## src/rtl/fnd_receiver_pkg.sv

```systemverilog
// Shared definitions for the FND bus receiver: segment patterns, decode codes,
// FSM state type and small helper functions.
package fnd_receiver_pkg;

    localparam int NUM_DIGITS = 6;

    localparam logic [6:0] SEG_0     = 7'h3F;
    localparam logic [6:0] SEG_1     = 7'h06;
    localparam logic [6:0] SEG_2     = 7'h5B;
    localparam logic [6:0] SEG_3     = 7'h4F;
    localparam logic [6:0] SEG_4     = 7'h66;
    localparam logic [6:0] SEG_5     = 7'h6D;
    localparam logic [6:0] SEG_6     = 7'h7D;
    localparam logic [6:0] SEG_7     = 7'h07;
    localparam logic [6:0] SEG_8     = 7'h7F;
    localparam logic [6:0] SEG_9     = 7'h6F;
    localparam logic [6:0] SEG_MINUS = 7'h40;
    localparam logic [6:0] SEG_BLANK = 7'h00;

    localparam logic [3:0] CODE_MINUS = 4'hA;
    localparam logic [3:0] CODE_BLANK = 4'hB;
    localparam logic [3:0] CODE_BAD   = 4'hF;

    typedef enum logic [1:0] {
        ST_IDLE    = 2'd0,
        ST_COLLECT = 2'd1,
        ST_DONE    = 2'd2
    } rx_state_e;

    function automatic logic [3:0] seg_to_code(input logic [6:0] seg);
        case (seg)
            SEG_0:     return 4'h0;
            SEG_1:     return 4'h1;
            SEG_2:     return 4'h2;
            SEG_3:     return 4'h3;
            SEG_4:     return 4'h4;
            SEG_5:     return 4'h5;
            SEG_6:     return 4'h6;
            SEG_7:     return 4'h7;
            SEG_8:     return 4'h8;
            SEG_9:     return 4'h9;
            SEG_MINUS: return CODE_MINUS;
            SEG_BLANK: return CODE_BLANK;
            default:   return CODE_BAD;
        endcase
    endfunction

    // True when exactly one bit of v is set.
    function automatic logic is_one_hot(input logic [NUM_DIGITS-1:0] v);
        return (v != 6'd0) && ((v & (v - 6'd1)) == 6'd0);
    endfunction

endpackage

```

## src/rtl/fnd_seg_decode.sv

```systemverilog
// Combinational 7-segment pattern to 4-bit digit code; the dp bit is ignored.
module fnd_seg_decode
    import fnd_receiver_pkg::*;
(
    input  logic [7:0] pattern,
    output logic [3:0] code
);

    logic unused_dp_s;

    assign unused_dp_s = pattern[7];
    assign code        = seg_to_code(pattern[6:0]);

endmodule

```

## src/rtl/fnd_receiver.sv

```systemverilog
// Receiver for the scanned 6-digit FND bus: reassembles complete display frames.
// Optional digit decoding into frame_code is enabled by FND_RECEIVER_DECODE_EN.
module fnd_receiver
    import fnd_receiver_pkg::*;
#(
    parameter int SYNC_STAGES    = 2,
    parameter int STABLE_CYCLES  = 8,
    parameter int TIMEOUT_CYCLES = 2**20
) (
    input  logic        clock_50m,
    input  logic        rst,
    input  logic [5:0]  fnd_s,
    input  logic [7:0]  fnd_d,
    output logic [47:0] frame_seg,
    output logic [23:0] frame_code,
    output logic        frame_valid,
    output logic        frame_err,
    output logic        busy
);

    localparam int CNT_W = $clog2(STABLE_CYCLES + 1);
    localparam int TMO_W = (TIMEOUT_CYCLES > 2) ? $clog2(TIMEOUT_CYCLES) : 1;
    localparam logic [CNT_W-1:0] CNT_MAX  = CNT_W'(STABLE_CYCLES);
    localparam logic [TMO_W-1:0] TMO_LAST = TMO_W'(TIMEOUT_CYCLES - 1);
    localparam logic [5:0]       MASK_FULL = 6'b111111;

    logic [13:0]      sync_r [SYNC_STAGES];
    logic [13:0]      bus_s;
    logic [13:0]      bus_prev_r;
    logic [5:0]       sel_s;
    logic [7:0]       seg_s;
    logic [CNT_W-1:0] stable_cnt_r;
    logic [CNT_W-1:0] stable_cnt_next_s;
    logic             captured_r;
    logic             changed_s;
    logic             capture_s;
    logic [5:0]       cap_onehot_s;
    logic [47:0]      slot_r;
    logic [47:0]      slot_next_s;
    logic [5:0]       mask_r;
    logic [5:0]       mask_next_s;
    logic [5:0]       mask_cap_s;
    logic [TMO_W-1:0] tmo_r;
    logic [TMO_W-1:0] tmo_next_s;
    rx_state_e        state_r;
    rx_state_e        state_next_s;
    logic             load_s;
    logic             err_s;
    logic [47:0]      frame_seg_r;
    logic             frame_valid_r;
    logic             frame_err_r;
    logic             busy_r;

    assign bus_s = sync_r[SYNC_STAGES-1];
    assign sel_s = bus_s[13:8];
    assign seg_s = bus_s[7:0];

    // Input synchronizer chain for the whole {select, segment} bus
    always_ff @(posedge clock_50m or negedge rst) begin
        if (!rst) begin
            for (int k = 0; k < SYNC_STAGES; k++) sync_r[k] <= 14'h0000;
        end else begin
            sync_r[0] <= {fnd_s, fnd_d};
            for (int k = 1; k < SYNC_STAGES; k++) sync_r[k] <= sync_r[k-1];
        end
    end

    // Dwell stability tracking and the capture decision for the selected slot
    always_comb begin
        changed_s = (bus_s != bus_prev_r);
        if (changed_s) begin
            stable_cnt_next_s = '0;
        end else if (stable_cnt_r == CNT_MAX) begin
            stable_cnt_next_s = CNT_MAX;
        end else begin
            stable_cnt_next_s = stable_cnt_r + CNT_W'(1);
        end
        capture_s    = is_one_hot(~sel_s) && !captured_r && (stable_cnt_next_s == CNT_MAX);
        cap_onehot_s = capture_s ? ~sel_s : 6'b000000;
        slot_next_s  = slot_r;
        for (int i = 0; i < NUM_DIGITS; i++) begin
            if (cap_onehot_s[i]) begin
                slot_next_s[8*i +: 8] = seg_s;
            end else begin
                slot_next_s[8*i +: 8] = slot_r[8*i +: 8];
            end
        end
    end

    // Stability counter, per-dwell captured flag and digit slots
    always_ff @(posedge clock_50m or negedge rst) begin
        if (!rst) begin
            bus_prev_r   <= 14'h0000;
            stable_cnt_r <= '0;
            captured_r   <= 1'b0;
            slot_r       <= 48'h0;
        end else begin
            bus_prev_r   <= bus_s;
            stable_cnt_r <= stable_cnt_next_s;
            slot_r       <= slot_next_s;
            if (changed_s) begin
                captured_r <= 1'b0;
            end else if (capture_s) begin
                captured_r <= 1'b1;
            end
        end
    end

    // Frame FSM state, capture mask and timeout counter registers
    always_ff @(posedge clock_50m or negedge rst) begin
        if (!rst) begin
            state_r <= ST_IDLE;
            mask_r  <= 6'b000000;
            tmo_r   <= '0;
        end else begin
            state_r <= state_next_s;
            mask_r  <= mask_next_s;
            tmo_r   <= tmo_next_s;
        end
    end

    // Frame FSM next state: completion beats a coincident timeout
    always_comb begin
        state_next_s = state_r;
        mask_next_s  = mask_r;
        tmo_next_s   = tmo_r;
        load_s       = 1'b0;
        err_s        = 1'b0;
        mask_cap_s   = mask_r | cap_onehot_s;
        case (state_r)
            ST_IDLE: begin
                tmo_next_s = '0;
                if (capture_s) begin
                    state_next_s = ST_COLLECT;
                    mask_next_s  = cap_onehot_s;
                end else begin
                    mask_next_s  = 6'b000000;
                end
            end
            ST_COLLECT: begin
                if (mask_cap_s == MASK_FULL) begin
                    state_next_s = ST_DONE;
                    mask_next_s  = mask_cap_s;
                    load_s       = 1'b1;
                end else if (tmo_r == TMO_LAST) begin
                    state_next_s = ST_IDLE;
                    mask_next_s  = 6'b000000;
                    err_s        = 1'b1;
                end else begin
                    mask_next_s  = mask_cap_s;
                    tmo_next_s   = tmo_r + TMO_W'(1);
                end
            end
            ST_DONE: begin
                mask_next_s  = cap_onehot_s;
                tmo_next_s   = '0;
                state_next_s = capture_s ? ST_COLLECT : ST_IDLE;
            end
            default: begin
                state_next_s = ST_IDLE;
                mask_next_s  = 6'b000000;
                tmo_next_s   = '0;
            end
        endcase
    end

    // Registered frame outputs, updated on the edge that enters DONE
    always_ff @(posedge clock_50m or negedge rst) begin
        if (!rst) begin
            frame_seg_r   <= 48'h0;
            frame_valid_r <= 1'b0;
            frame_err_r   <= 1'b0;
            busy_r        <= 1'b0;
        end else begin
            frame_valid_r <= load_s;
            frame_err_r   <= err_s;
            busy_r        <= (state_next_s == ST_COLLECT);
            if (load_s) begin
                frame_seg_r <= slot_next_s;
            end
        end
    end

    assign frame_seg   = frame_seg_r;
    assign frame_valid = frame_valid_r;
    assign frame_err   = frame_err_r;
    assign busy        = busy_r;

`ifdef FND_RECEIVER_DECODE_EN
    logic [23:0] code_next_s;
    logic [23:0] frame_code_r;

    for (genvar g = 0; g < NUM_DIGITS; g++) begin : g_dec
        fnd_seg_decode u_dec (
            .pattern (slot_next_s[8*g +: 8]),
            .code    (code_next_s[4*g +: 4])
        );
    end

    // Decoded frame register, loaded together with frame_seg
    always_ff @(posedge clock_50m or negedge rst) begin
        if (!rst) begin
            frame_code_r <= 24'hFFFFFF;
        end else if (load_s) begin
            frame_code_r <= code_next_s;
        end
    end

    assign frame_code = frame_code_r;
`else
    assign frame_code = {NUM_DIGITS{CODE_BAD}};
`endif

endmodule

```

## config.mk

```make
export PLATFORM = sky130hd
export DESIGN_NAME = fnd_receiver
export DESIGN_NICKNAME = d
export VERILOG_FILES = /design/src/rtl/fnd_receiver_pkg.sv /design/src/rtl/fnd_seg_decode.sv /design/src/rtl/fnd_receiver.sv
export SDC_FILE = /design/constraint.sdc
export NUM_CORES = 1
export LEC_CHECK = 0
export BUFFER_PORTS_ARGS = -buffer_cell sky130_fd_sc_hd__buf_2
export CAP_MARGIN = 25
export CORE_MARGIN = 2
export CORE_UTILIZATION = 50
export CTS_CLUSTER_DIAMETER = 100
export DETAILED_ROUTE_END_ITERATION = 12
export GPL_TIMING_DRIVEN = 0
export PLACE_DENSITY = 0.74
export SLEW_MARGIN = 5
export SYNTH_ARGS = -nofsm -noshare
export SYNTH_HDL_FRONTEND = slang
export SYNTH_SLANG_ARGS = --single-unit
```

## constraint.sdc

```tcl
create_clock -name clock_50m -period 5 [get_ports clock_50m]
set_input_delay 1 -clock clock_50m [delete_from_list [all_inputs] [get_ports clock_50m]]
set_output_delay 1 -clock clock_50m [all_outputs]
set_load 0.005 [all_outputs]
```

==> results_dict.tcl, run 1 <==
set metrics [dict create \
    post-route-util_pct 60.60 \
    grt_max_degree 93 \
    first_pass_iters 4 \
    tightest_slew_ps 865.5 \
    gp_congestion 0.7820 \
    synth_seq_area_share_pct 61.59 \
    synth_top_area_share_pct 61.59 \
    insertion_delay_ps 430 \
    leakage_nw 4.312 \
    hpwl_um 8914 \
    via_per_inst 5.248 \
    wl_per_cell_um 16.23 \
    dieWidth_um 122.9 \
    grt_pass1_wl_um 22000 \
    grt_setup_unrepaired "no" \
    final_design_area_no_fill_um2 8379 \
    die_y_um 122.9 \
    cts-resized-gates 0 \
    critPathRequiredTime_ps 5310 \
    numCtsBuffers 17 \
    relSlewSlack_pct 41.86 \
    tns_ps 0 \
    crit_path_frequent_cell "buf_6" \
    crit_fanout 10 \
    post_cts_buffers 0 \
    slew_violations 0 \
    final_nets 636 \
    ys_ff_latch 174 \
    start_util_pct 51.13 \
    grt_pass1_vias 4394 \
    multiInputGateArea_um2 2432 \
    power.density_nw_per_um2 345.8 \
    synth.area.top_cells "dfrtp_1, mux2_2, mux2_1" \
    setup_viol 0 \
    netlist_area_um2 7069 \
    row_count 43 \
    htree_num_levels 4 \
    worst_hold_slack_ps 350.6 \
    outcome "finished, final reports clean" \
    dpl_cell_area_um2 7756 \
    yosysTopAreaCell "dfrtp_1" \
    post-route-min-period_ps 3681 \
    cts_sinks 174 \
    synth_common_cells "dfrtp_1, mux2_2, mux2_1" \
    routed_wirelength_um 13150 \
    drive_gt1_share_pct 31.90 \
    routed-via-count 4251 \
    syn_inst 507 \
    syn_avg_cell_area_um2 13.94 \
    synth_cell_types 48 \
    hp-class "register to register" \
    grt_usage_pct 19.24 \
    synth_warnings 0 \
    n_antenna_cell 0 \
    slowest_stage "nor4_4" \
    cts-root-buf "clkbuf_16" \
    worstPathCellList "inv_1, ha_1, nor3_1, o211ai_1, nor4_4, o22a_4, and3_1, buf_6, buf_6, mux2_1" \
    regArea_um2 4354 \
    gr-total-overflow 0 \
    path_class "register to register" \
    arrival_ps 4000 \
    holdBufCountCts 0 \
    drt_iter0_drc 217 \
    core-area_um2 13830 \
    vdd_drop_max_v 0.0002495 \
    fmax_mhz 271.7 \
    synth.most_common_cell "dfrtp_1" \
    synth-async-reset-ratio_pct 100.0 \
    start_kind "register" \
    skew_ps 11.77 \
    cpPeakStageDelay_ps 830 \
    p_total_mw 2.897 \
    cp-end-kind "register" \
    ant_nets 0 \
    antenna_found_initial 0 \
    io_buffers 66 \
    io_pins 91 \
    finalHoldViolations 0 \
    cts_tree "built" \
    synth_edf_count 0 \
    drv_cap 0 \
    cts_buffer_depth 2 \
    die_area_um2 15110 \
    finalCritPeriodShare_pct 73.61 \
    nFillCells 1034 \
    drc_errors 0 \
    synth_ff_type "dfrtp_1" \
    syn_to_final_growth_pct 18.53 \
    cts.clk_slew.worst_paths_ps 70 \
]
## placed cells by master (no fill, tap or decap), types with 3 or more instances in the layout
cell type,instances
dfrtp_1,174
buf_2,69
mux2_2,50
mux2_1,47
buf_4,26
conb_1,24
nand2_1,23
nor2_1,21
clkbuf_16,17
xor2_1,14
a21oi_1,13
nand3_1,11
and3_1,10
o21ai_0,10
inv_1,9
clkbuf_1,7
nand2b_1,7
xnor2_1,7
inv_6,7
nand4_1,6
a31o_2,6
nor4_4,5
mux2i_1,5
buf_8,5
buf_6,4
a21o_1,4
nor3_1,3
and4_1,3
and2_1,3
or3_1,3
ha_1,3
bufinv_16,3
## flip-flops by register name, summed over array words and instances (netlist names)
name / flops
frame_err: 1
mask_r: 6
busy: 1
tmo_r: 20
state_r: 2
sync_r: 14
frame_valid: 1
bus_prev_r: 14
captured_r: 1
bus_s: 14
frame_seg: 48
stable_cnt_r: 4
slot_r: 48
## stage by stage
stage	cells	setup WS, ps
2_1_floorplan	530	1984
3_3_place_gp	776	431.0
3_5_place_dp	778	1449
4_1_cts	810	1374
5_1_grt	810	1055
6_report	810	1319
## report_power, final
group	total, mW	leakage [nW]	internal, mW	switching, mW
sequential	1.44	2.33	1.42	0.0177
combinational	0.0820	1.68	0.0306	0.0514
clock	1.37	0.298	0.804	0.569
total	2.90	4.31	2.26	0.638
## cells by family (layout without fill, tap and decap cells)
logic type,count (synthesis),in the layout,share of synthesized area (%)
flip-flops,174,174,61.59
AND/OR/NAND/NOR,105,105,9.115
adder cells (fa/ha/maj),3,3,0.5310
multiplexers,102,102,16.16
buffers and inverters,52,152,5.221
other,1,24,0.05305
AO/OA/AOI/OAI,49,49,4.726
XOR/XNOR,21,21,2.602
## layout make-up
class	count	share of cell area, %
clock buffer	18	5.122
inverter	9	0.4032
sequential	174	51.96
multi-input combinational	304	29.03
clock inverter	14	2.314
buffer	43	4.002
tap	180	2.688
timing repair buffer	68	4.480
## worst max-delay path: cells and delay by family, from the launching register on
| kind | cells | cell delay [ps] |
|---|---|---|
| mux | 1 | 340 |
| simple gates | 3 | 1370 |
| buf+inv | 3 | 430 |
| flops | 1 | 440 |
| compound gates | 2 | 690 |
| fa+ha+maj | 1 | 300 |
## final timing paths
check | from | to | slack [ps] | depth (start not counted)
max | stable_cnt_r[0] | frame_seg[42] | 1320 | 10
min | sync_r[20] | bus_s[6] | 350 | 0
max reg2reg | stable_cnt_r[0] | frame_seg[42] | 1320 | 10
min reg2reg | sync_r[20] | bus_s[6] | 350 | 0
max in group asynchronous | rst | slot_r[41] | 3630 | 2
min in group asynchronous | rst | bus_s[10] | 550 | 1
## metal layers
metal | vias up | share of wire, % | track usage [%]
li1 | 1962 | - | -
met1 | 2150 | 43 | 24.66
met2 | 114 | 50 | 31.25
met3 | 25 | 4.9 | 4.566
met4 | 0 | 2.4 | 8.693
met5 | - | 0 | 0
(Power assumes the default switching activity.)
==> run 2: changes to the inputs <==
- clock period: 5 -> 3.7 ns (I/O delays scaled with it)
==> results_dict.tcl, run 2 (synthesis results as in run 1) <==
set metrics [dict create \
    vdd_drop_max_v 0.0003369 \
    r2r-end "frame_seg[42]" \
    finalCritPeriodShare_pct 91.25 \
    post_cts_buffers 0 \
    grt_pass1_wl_um 22000 \
    final_cells 817 \
    numCtsBuffers 17 \
    crit_path_frequent_cell "buf_6" \
    cts-resized-gates 0 \
    first_pass_iters 4 \
    io_buffers 66 \
    tns_ps 0 \
    grt_pass1_vias 4394 \
    start_kind "register" \
    fmax_mhz 296.2 \
    die_y_um 122.9 \
    grt_max_degree 93 \
    cts_tree "built" \
    crit_fanout 10 \
    mostFrequentLayoutCells "dfrtp_1, buf_2, mux2_2" \
    setup_viol 0 \
    layout_setup_ws_ps 323.8 \
    path_class "register to register" \
    drv_cap 0 \
    slowest_stage "dfrtp_1" \
    cts_buffer_depth 2 \
    power.density_nw_per_um2 464.7 \
    nFillCells 1023 \
    cts_sinks 174 \
    r2r_start "stable_cnt_r[0]" \
    reg2reg_depth 11 \
    hpwl_um 8914 \
    start_util_pct 51.13 \
    holdBufCountCts 0 \
    syn_to_final_growth_pct 19.27 \
    final_common_cell "dfrtp_1" \
    finalHoldViolations 0 \
    cp_top_family "simple AND/OR/NAND/NOR gates" \
    via_per_inst 5.219 \
    gp_congestion 0.7820 \
    cts-root-buf "clkbuf_16" \
    gr-total-overflow 0 \
    routed_wirelength_um 13300 \
    worstPathCellList "inv_1, ha_1, nor3_1, o211ai_1, o41ai_1, and4_1, clkbuf_1, and3_1, buf_6, buf_6, mux2_1" \
    cpPeakStageDelay_ps 440 \
    grt_usage_pct 19.24 \
    die_area_um2 15110 \
    insertion_delay_ps 430 \
    dieWidth_um 122.9 \
    reg2reg_slack_ps 320 \
    drt_iter0_drc 227 \
    place_inst 778 \
    final_nets 643 \
    drc_errors 0 \
    drive_gt1_share_pct 32.65 \
    antenna_found_initial 0 \
    io_pins 91 \
    skew_ps 11.38 \
    outcome "finished, final reports clean" \
    relSlewSlack_pct 57.97 \
    routed-via-count 4264 \
    core-area_um2 13830 \
    slew_violations 0 \
    cp-end-kind "register" \
    wl_per_cell_um 16.28 \
    worst_hold_slack_ps 283.9 \
    ant_nets 0 \
    cts.clk_slew.worst_paths_ps 70 \
    n_antenna_cell 0 \
    row_count 43 \
    grt_setup_unrepaired "no" \
    htree_num_levels 4 \
    pre_cts_ws_ps 148.9 \
    post-route-min-period_ps 3376 \
    crit_buf_inv 4 \
    tightest_slew_ps 630.4 \
    critPathRequiredTime_ps 4020 \
    hp-class "primary input to asynchronous set/reset pin" \
    arrival_ps 3690 \
    leakage_nw 4.346 \
]
## run 2: changes by cell type in the layout (fill, tap and decap cells not counted)
cell / delta
buf_4: +7
## run 2: per-stage QoR
step	power, mW	area (µm²)	utilization (%)
6_report	3.918	8432	60.98
3_5_place_dp	2.098	7756	56.09
3_3_place_gp	2.090	7711	55.77
4_1_cts	3.953	8379	60.60
2_1_floorplan	2.033	7156	-
5_1_grt	4.050	8432	60.98
## run 2: area by class of cell
| cell class | count | area, µm² | share of cell area, % |
|---|---|---|---|
| tap | 180 | 225.2 | 2.671 |
| clock buffer | 18 | 429.2 | 5.090 |
| inverter | 9 | 33.78 | 0.4007 |
| multi-input combinational | 304 | 2432 | 28.85 |
| sequential | 174 | 4354 | 51.64 |
| timing repair buffer | 75 | 427.9 | 5.075 |
| clock inverter | 14 | 193.9 | 2.300 |
| buffer | 43 | 335.3 | 3.977 |
## run 2: worst max-delay path by stage
stage                     from             to  cells past startpoint
6_report       stable_cnt_r[0]  frame_seg[42]                     11
5_1_grt        stable_cnt_r[0]  frame_seg[44]                     11
4_1_cts        stable_cnt_r[0]  frame_seg[42]                     10
3_5_place_dp   stable_cnt_r[0]  frame_seg[42]                     10
3_3_place_gp               rst  frame_seg[30]                      1
2_1_floorplan  stable_cnt_r[0]  frame_seg[42]                     10
## run 2: per-layer routing
metal  GRT usage, %  wire [µm]
met5              0          0
met4          8.693        325
met3          4.566        600
met2          31.25       6628
met1          24.66       5750
## run 2: worst register-to-register path: stages, from the launching register on
cell and delay [ps]:
dfrtp_1 440, inv_1 70, ha_1 300, nor3_1 330, o211ai_1 270, o41ai_1 350
and4_1 250, clkbuf_1 290, and3_1 270, buf_6 190, buf_6 170, mux2_1 340
## run 2: where the power goes
part | switching, mW | internal (mW) | total [mW]
Sequential | 0.0240 | 1.92 | 1.95
Clock | 0.772 | 1.09 | 1.86
Combinational | 0.0693 | 0.0414 | 0.111
Total | 0.865 | 3.05 | 3.92
